<file path="src/rtl/hazard_fwd_ctrl.sv">
// Forwarding select, load-use stall and long-latency scoreboard stall
// for the 5-stage RV32 pipeline; sits beside ID/EX.
module hazard_fwd_ctrl #(
    parameter int NUM_RS = 2,
    parameter int AW     = 5,
    parameter int MC_LAT = 4,
    parameter int CNT_W  = 3
) (
    input  logic                 clk,
    input  logic                 rst,
    input  logic [NUM_RS*AW-1:0] ID_RS,
    input  logic [NUM_RS*AW-1:0] ID_EX_RS,
    input  logic [AW-1:0]        ID_EX_RD,
    input  logic                 ID_EX_LOAD,
    input  logic [AW-1:0]        EX_MEM_RD,
    input  logic                 EX_MEM_WRITE,
    input  logic [AW-1:0]        MEM_WB_RD,
    input  logic                 MEM_WB_WRITE,
    input  logic                 MC_ISSUE,
    input  logic [AW-1:0]        MC_RD,
    output logic [NUM_RS*2-1:0]  FWD_SEL,
    output logic                 STALL,
    output logic                 MC_BUSY,
    output logic [31:0]          STALL_CYCLES
);

    localparam int NREG = 2 ** AW;

    logic [CNT_W-1:0] cnt_q [NREG];
    logic [CNT_W-1:0] cnt_d [NREG];
    logic [NREG-1:0]  busy;
    logic [31:0]      stall_cnt_q;
    logic             mc_valid;
    logic             lu_stall;
    logic             sb_stall;

    assign mc_valid = MC_ISSUE && (MC_RD != '0);

    always_comb begin
        busy = '0;
        for (int r = 1; r < NREG; r++) begin
            busy[r] = (cnt_q[r] != '0);
        end
    end

    // A reissue to a busy register reloads the full latency (WAW).
    always_comb begin
        for (int r = 0; r < NREG; r++) begin
            cnt_d[r] = cnt_q[r];
            if (cnt_q[r] != '0) begin
                cnt_d[r] = cnt_q[r] - 1'b1;
            end
            if (mc_valid && (MC_RD == AW'(r))) begin
                cnt_d[r] = CNT_W'(MC_LAT);
            end
        end
        cnt_d[0] = '0;
    end

    always_comb begin
        FWD_SEL = '0;
        for (int k = 0; k < NUM_RS; k++) begin
            if (MEM_WB_WRITE && (MEM_WB_RD != '0)
                && (MEM_WB_RD == ID_EX_RS[k*AW +: AW])) begin
                FWD_SEL[k*2 +: 2] = 2'b01;
            end
            if (EX_MEM_WRITE && (EX_MEM_RD != '0)
                && (EX_MEM_RD == ID_EX_RS[k*AW +: AW])) begin
                FWD_SEL[k*2 +: 2] = 2'b10;
            end
        end
        if (rst) begin
            FWD_SEL = '0;
        end
    end

    always_comb begin
        lu_stall = 1'b0;
        sb_stall = 1'b0;
        for (int k = 0; k < NUM_RS; k++) begin
            if (ID_EX_LOAD && (ID_EX_RD != '0)
                && (ID_EX_RD == ID_RS[k*AW +: AW])) begin
                lu_stall = 1'b1;
            end
            if (busy[ID_RS[k*AW +: AW]]) begin
                sb_stall = 1'b1;
            end
            // Same-cycle issue bypass: the entry is not yet visible in cnt_q.
            if (mc_valid && (MC_RD == ID_RS[k*AW +: AW])) begin
                sb_stall = 1'b1;
            end
        end
    end

    assign STALL        = !rst && (lu_stall || sb_stall);
    assign MC_BUSY      = !rst && (|busy);
    assign STALL_CYCLES = stall_cnt_q;

    always_ff @(posedge clk) begin
        if (rst) begin
            for (int r = 0; r < NREG; r++) begin
                cnt_q[r] <= '0;
            end
            stall_cnt_q <= '0;
        end else begin
            cnt_q <= cnt_d;
            if (STALL && (stall_cnt_q != 32'hFFFF_FFFF)) begin
                stall_cnt_q <= stall_cnt_q + 32'd1;
            end
        end
    end

endmodule
</file>
<file path="config.mk">
export PLATFORM = sky130hd
export DESIGN_NAME = hazard_fwd_ctrl
export DESIGN_NICKNAME = d
export VERILOG_FILES = /design/src/rtl/hazard_fwd_ctrl.sv
export SDC_FILE = /design/constraint.sdc
export NUM_CORES = 1
export LEC_CHECK = 0
export CAP_MARGIN = 40
export CORE_ASPECT_RATIO = 1.4
export CORE_UTILIZATION = 50
export CTS_BUF_LIST = sky130_fd_sc_hd__clkbuf_8
export CTS_CLUSTER_DIAMETER = 100
export DETAILED_ROUTE_END_ITERATION = 12
export DONT_BUFFER_PORTS = 1
export HOLD_SLACK_MARGIN = 0.15
export SYNTH_ARGS = -nofsm -noshare
export SYNTH_HDL_FRONTEND = slang
export SYNTH_SLANG_ARGS = --single-unit
export TNS_END_PERCENT = 50
</file>
<file path="constraint.sdc">
create_clock -name clk -period 3.75 [get_ports clk]
set_input_delay 0.1875 -clock clk [delete_from_list [all_inputs] [get_ports clk]]
set_output_delay 0.1875 -clock clk [all_outputs]
set_load 0.01 [all_outputs]
</file>
== Word-level counts from Yosys, hierarchy flattened ==
Cells that the tools add are included.

* Bits in registers: 125
* Input bits: 46
* Output and inout bits: 38

* $add $sub $neg: 32
* Magnitude comparators: 2
* Eq/ne operators: 40
* Muxes and demuxes: 77
* Reduce and logical (&&, ||, !) cells: 146

{| class="wikitable"
|+ Operators with widths
! operator !! number
|-
| $mux 3 || 62
|-
| $reduce_bool 3->1 || 31
|-
| $sub 3x1->3 const B || 31
|-
| $eq 5x5->1 const B || 16
|-
| $reduce_bool 2->1 || 31
|-
| $reduce_or 2->1 || 31
|-
| $logic_and 1x1->1 || 46
|-
| $eq 5x4->1 const B || 8
|-
| $eq 5x5->1 || 8
|-
| $add 32x1->32 const B || 1
|-
| $ne 32x32->1 const B || 1
|-
| $reduce_or 31->1 || 1
|-
| $eq 5x3->1 const B || 4
|-
| $reduce_bool 5->1 || 4
|-
| $lt 5x6->1 const B || 2
|-
| $bmux 1 s5 || 2
|-
| $eq 5x2->1 const B || 2
|-
| $mux 1 || 10
|-
| $eq 5x1->1 const B || 1
|-
| $mux 2 || 2
|-
| $mux 4 || 1
|-
| $logic_not 1->1 || 1
|-
| $logic_or 1x1->1 || 1
|}

== Longest topological paths before layout ==
* Word-level depth: 10
* Depth in mapped cells: 13

== Least setup slack after synthesis ==
No wires, ideal clock.

* Path type: reg-to-reg
* Start point: reg cnt_q[75] (netlist bit)
* End point: reg stall_cnt_q[13] (netlist: STALL_CYCLES[13])
* Library setup time: 0.123 ns
* Arrival: 2.770 ns
* Data required time: 3.627 ns
* Setup slack: 0.856 ns
* Stages on the path, launching flop included: 13
* Path buffers: 2
* Period minus slack after synthesis: 2.894 ns
* Cells stage by stage: dfxtp_1 > inv_1 > ha_1 > ha_1 > clkbuf_1 > mux4_2 > mux2_2 > a21oi_1 > o21ai_1 > and4_4 > buf_2 > nor4_1 > mux2_1

* Longest elaborated chain between the ends: 10
* Elaborated cells between the ends (all ways): 12
* Classes of those cells: 8 x mux; 4 x reduce/logical

{| class="wikitable"
|+ RTL lines
! element !! line !! text
|-
| start: declaration || 29 || <nowiki>logic [CNT_W-1:0] cnt_q [NREG];</nowiki>
|-
| start signal: assignment || 106 || <nowiki>cnt_q <= cnt_d;</nowiki>
|-
| $reduce_bool 3->1 * || 42 || <nowiki>busy[r] = (cnt_q[r] != '0);</nowiki>
|-
| $bmux 1 s5 || 85 || <nowiki>if (busy[ID_RS[k*AW +: AW]]) begin</nowiki>
|-
| $mux 1 (not written as such) || 85 ||
|-
| $mux 1 || 85 ||
|-
| $mux 1 || 89 || <nowiki>if (mc_valid && (MC_RD == ID_RS[k*AW +: AW])) begin</nowiki>
|-
| $mux 1 * || 85 ||
|-
| $mux 1 * || 89 ||
|-
| $logic_or 1x1->1 * || 95 || <nowiki>assign STALL = !rst && (lu_stall || sb_stall);</nowiki>
|-
| $logic_and 1x1->1 * || 95 ||
|-
| $logic_and 1x1->1 * || 107 || <nowiki>if (STALL && (stall_cnt_q != 32'hFFFF_FFFF)) begin</nowiki>
|-
| end signal: assignment || 108 || <nowiki>stall_cnt_q <= stall_cnt_q + 32'd1;</nowiki>
|-
| end: declaration || 32 || <nowiki>logic [31:0] stall_cnt_q;</nowiki>
|}

Every way passes the cells marked *; elsewhere a longest branch is shown, timed or not. The select of a mux whose other input is x is not followed.
A chain may end at the register's enable or synchronous reset.

== Final worst setup path ==
* Start point: reg cnt_q[21] (netlist bit)
* End point: out STALL

* Longest elaborated chain between the ends: 9
* Elaborated cells between the ends (all ways): 11
* Classes of those cells: 8 x mux; 3 x reduce/logical

{| class="wikitable"
|+ RTL lines
! element !! line !! text
|-
| $reduce_bool 3->1 * || 42 ||
|-
| $bmux 1 s5 || 85 ||
|-
| $mux 1 (not written as such) || 85 ||
|-
| $mux 1 || 85 ||
|-
| $mux 1 || 89 ||
|-
| $mux 1 * || 85 ||
|-
| $mux 1 * || 89 ||
|-
| $logic_or 1x1->1 * || 95 ||
|-
| $logic_and 1x1->1 * || 95 ||
|-
| end: declaration || 22 || <nowiki>output logic STALL,</nowiki>
|}

Marks and branches as above.

==> impl_metrics.py <==
metrics = {
    "power": {
        "cellInternalPower_uw": 3250,
        "power_density_nw_per_um2": 584,
        "total_power_uw": 5110,
        "pwr-share-clk": 0.269,
        "switching_share": 0.364,
        "combPwrFrac": 0.394,
        "seq_power_share": 0.337,
        "vdd_ir_drop_max_v": 0.000326,
        "switchingPower_uw": 1860,
        "leakage_uw": 0.00348,
    },
    "clock_tree": {
        "clockBufferDepth": 2,
        "cts_tree": "yes",
        "ctsHoldBuffers": 10,
        "worstSkewPairLatency_ns": 0.46,
        "clk_pin_slew_worst_paths_ns": 0.08,
        "cts-buffers-inserted": 17,
        "postCtsSetupBuffers": 0,
        "clock-sinks": 125,
        "cts-root-buf": "sky130_fd_sc_hd__clkbuf_8",
        "cts_repair_resize_count": 0,
        "cts_max_level": 4,
    },
    "floorplan": {
        "floorplan.initialDensity": 0.508,
        "fp.dieArea_sq_um": 16900,
        "fp.coreArea_sq_um": 16100,
        "core.rowCount": 55,
        "fp.dieW_um": 110,
        "boundaryPins": 84,
        "dieHeight_um": 153,
    },
    "global_routing": {
        "grt-ovfl-total": 0,
        "grt.total_usage": 0.228,
        "grt_antenna_before_repair": 0,
        "first_global_vias": 6169,
        "pin_count_of_the_biggest_net_entering_global_routing": 133,
        "wire_length_of_the_first_global_routing_pass_um": 29800,
    },
    "outcome": {
        "outcome": "finished, final reports clean",
    },
    "route": {
        "remaining_drc_errors": 0,
        "num_vias": 6596,
        "detail_route.wirelength_um": 18700,
        "via_density_per_instance": 5.54,
        "first_pass_iters": 5,
        "route.antenna.remaining_nets": 0,
        "wl_per_cell_um": 15.7,
        "number_of_drc_markers_after_the_initial_detailed_route_iteration": 425,
    },
    "hold_path": {
        "worstHoldPathType": "primary input to register",
    },
    "critical_path": {
        "cp-start-kind": "register",
        "cp_required_ns": 3.56,
        "critical_path.endpoint_type": "output pin",
        "worst-endpoint-arrival_ns": 3.02,
        "critical_path_class": "register to output pin",
        "critPathMaxFanout": 58,
    },
    "sta": {
        "report.final.setup_viol": 0,
        "period_share": 0.854,
        "rsz0062_at_grt": "false",
        "tightest_slew_ns": 0.705,
        "timing.slew.headroom": 0.527,
        "final_number_of_max_transition_violations": 0,
        "achievable-frequency_mhz": 312,
        "sum_of_negative_setup_slack_ns": 0,
        "final.setup_skew_ns": 0.0139,
        "final_hold_viol_count": 0,
        "fin_crit_ns": 3.20,
    },
    "placement": {
        "dpl.cell_count": 1149,
        "hpwl_um": 13000,
        "port-buffer-count": 0,
        "replace_congestion": 0.773,
    },
    "flow_run": {
        "timing.max_cap.violations": 0,
    },
    "synth": {
        "postSynthNetCount": 1151,
        "syn_inst": 1012,
        "flops_latches_synth": 125,
        "yosysWarningCount": 0,
        "postSynth.asyncResetShare": 0,
        "synth.avg_cell_area_sq_um": 8.08,
        "synth_enable_flop_cells": 0,
        "synth_sequential_area_ratio": 0.306,
        "mapped_cell_area_sq_um": 8180,
        "number_of_unique_standard_cell_types_used_by_synthesis": 51,
        "synth-main-ff-cell": "sky130_fd_sc_hd__dfxtp_1",
    },
    "finish": {
        "post_route_cells_drive_above_1_share": 0.0595,
        "leading_cell_type_in_the_layout_fill_and_taps_excluded": "sky130_fd_sc_hd__inv_1",
        "fin_cells": 1191,
        "most-common-layout-cells": "sky130_fd_sc_hd__inv_1 (127), sky130_fd_sc_hd__dfxtp_1 (125), sky130_fd_sc_hd__nor2_1 (109), sky130_fd_sc_hd__ha_1 (93), sky130_fd_sc_hd__nor3_1 (67)",
        "area_growth_pct": 6.94,
        "n_antenna_cell": 0,
        "fin_nets": 1118,
    },
}
critical path, cell delays in order (launching register included):
cell and delay (ns):
sky130_fd_sc_hd__dfxtp_1 0.32, sky130_fd_sc_hd__inv_1 0.05, sky130_fd_sc_hd__ha_1 0.16, sky130_fd_sc_hd__ha_1 0.36
sky130_fd_sc_hd__mux4_2 0.29, sky130_fd_sc_hd__nor2_1 0.04, sky130_fd_sc_hd__or4b_1 0.51, sky130_fd_sc_hd__nand4_1 0.11
sky130_fd_sc_hd__and4_4 0.56, sky130_fd_sc_hd__nor2_1 0.15
metal layers:
| layer | vias to the layer above | routed length [um] | track usage |
|---|---|---|---|
| met3 | 34 | 1160 | 0.0674 |
| li1 | 3321 | - | - |
| met1 | 3099 | 7690 | 0.252 |
| met5 | - | 0 | 0 |
| met2 | 142 | 9390 | 0.401 |
| met4 | 0 | 478 | 0.0927 |
worst paths after layout:
path | startpoint | end | slack, ns | cells after the start
min | rst | cnt_q[86] | 0.14 | 2
min reg2reg | cnt_q[67] | cnt_q[67] | 0.51 | 2
max reg2reg | cnt_q[78] | STALL_CYCLES[13] | 0.69 | 10
max | cnt_q[21] | STALL | 0.55 | 9
area by class of cell:
class / count / area, sq um
clock inverters: 13 / 196
clock buffers: 19 / 262
multi-input cells: 694 / 4910
flip-flops and latches: 125 / 2500
inverters: 125 / 469
fillers: 1582 / 7350
repair buffers: 16 / 163
well taps: 199 / 249
through the flow:
step	hold slack (ns)	util	cell area, sq um	setup slack [ns]
finish	0.137	0.543	8750	0.547
global route	0.178	0.543	8750	0.312
CTS	0.159	0.543	8750	0.507
detailed placement	0.272	0.508	8170	0.686
global placement	0.271	0.508	8170	0.751
floorplan	0.480	-	8180	0.856
registers in the layout, indices dropped and copies added (netlist names):
| register | count |
|---|---|
| cnt_q | 93 |
| STALL_CYCLES | 32 |
synth_stat cells (4+ instances only):
cell | count | area share
sky130_fd_sc_hd__clkbuf_1 | 42 | 0.019
sky130_fd_sc_hd__clkbuf_2 | 8 | 0.0049
sky130_fd_sc_hd__o21ai_0 | 22 | 0.013
sky130_fd_sc_hd__mux4_2 | 9 | 0.025
sky130_fd_sc_hd__o31ai_1 | 7 | 0.0064
sky130_fd_sc_hd__or3_1 | 16 | 0.012
sky130_fd_sc_hd__nand4_1 | 24 | 0.018
sky130_fd_sc_hd__or4_1 | 12 | 0.011
sky130_fd_sc_hd__a21oi_1 | 59 | 0.036
sky130_fd_sc_hd__nor4_1 | 9 | 0.0069
sky130_fd_sc_hd__buf_2 | 8 | 0.0049
sky130_fd_sc_hd__a211oi_1 | 34 | 0.031
sky130_fd_sc_hd__dfxtp_1 | 125 | 0.31
sky130_fd_sc_hd__inv_1 | 125 | 0.057
sky130_fd_sc_hd__mux2_2 | 8 | 0.011
sky130_fd_sc_hd__nor2b_1 | 45 | 0.034
sky130_fd_sc_hd__and3_1 | 4 | 0.0031
sky130_fd_sc_hd__xor2_1 | 38 | 0.041
sky130_fd_sc_hd__nand3_1 | 24 | 0.015
sky130_fd_sc_hd__nand2b_1 | 8 | 0.0061
sky130_fd_sc_hd__nor3_1 | 67 | 0.041
sky130_fd_sc_hd__xnor2_1 | 33 | 0.035
sky130_fd_sc_hd__nor2_1 | 109 | 0.050
sky130_fd_sc_hd__ha_1 | 93 | 0.14
sky130_fd_sc_hd__buf_1 | 6 | 0.0028
sky130_fd_sc_hd__nand2_1 | 26 | 0.012
sky130_fd_sc_hd__mux2i_1 | 13 | 0.016
logic make-up (layout without fill, tap and decap cells):
logic type                 count (synthesis)  after routing  share of synthesized area
xor gates and xnor gates                  71             71                     0.0760
buffers and inverters                    193            173                     0.0942
muxes                                     32             32                     0.0545
and+or+nand+nor                          361            361                      0.226
AOI/OAI and AO/OA                        137            137                      0.101
DFF                                      125            125                      0.306
adders and majority gates                 93             93                      0.142
power groups by stage:
stage	Clock, uW	Combinational [uW]	Sequential [uW]
6_report	1380	2010	1720
5_1_grt	1460	2300	1760
4_1_cts	1410	2030	1720
3_5_place_dp	0	1970	1750
3_3_place_gp	0	1940	1740
2_1_floorplan	0	1670	1720
(Power assumes the default switching activity.)
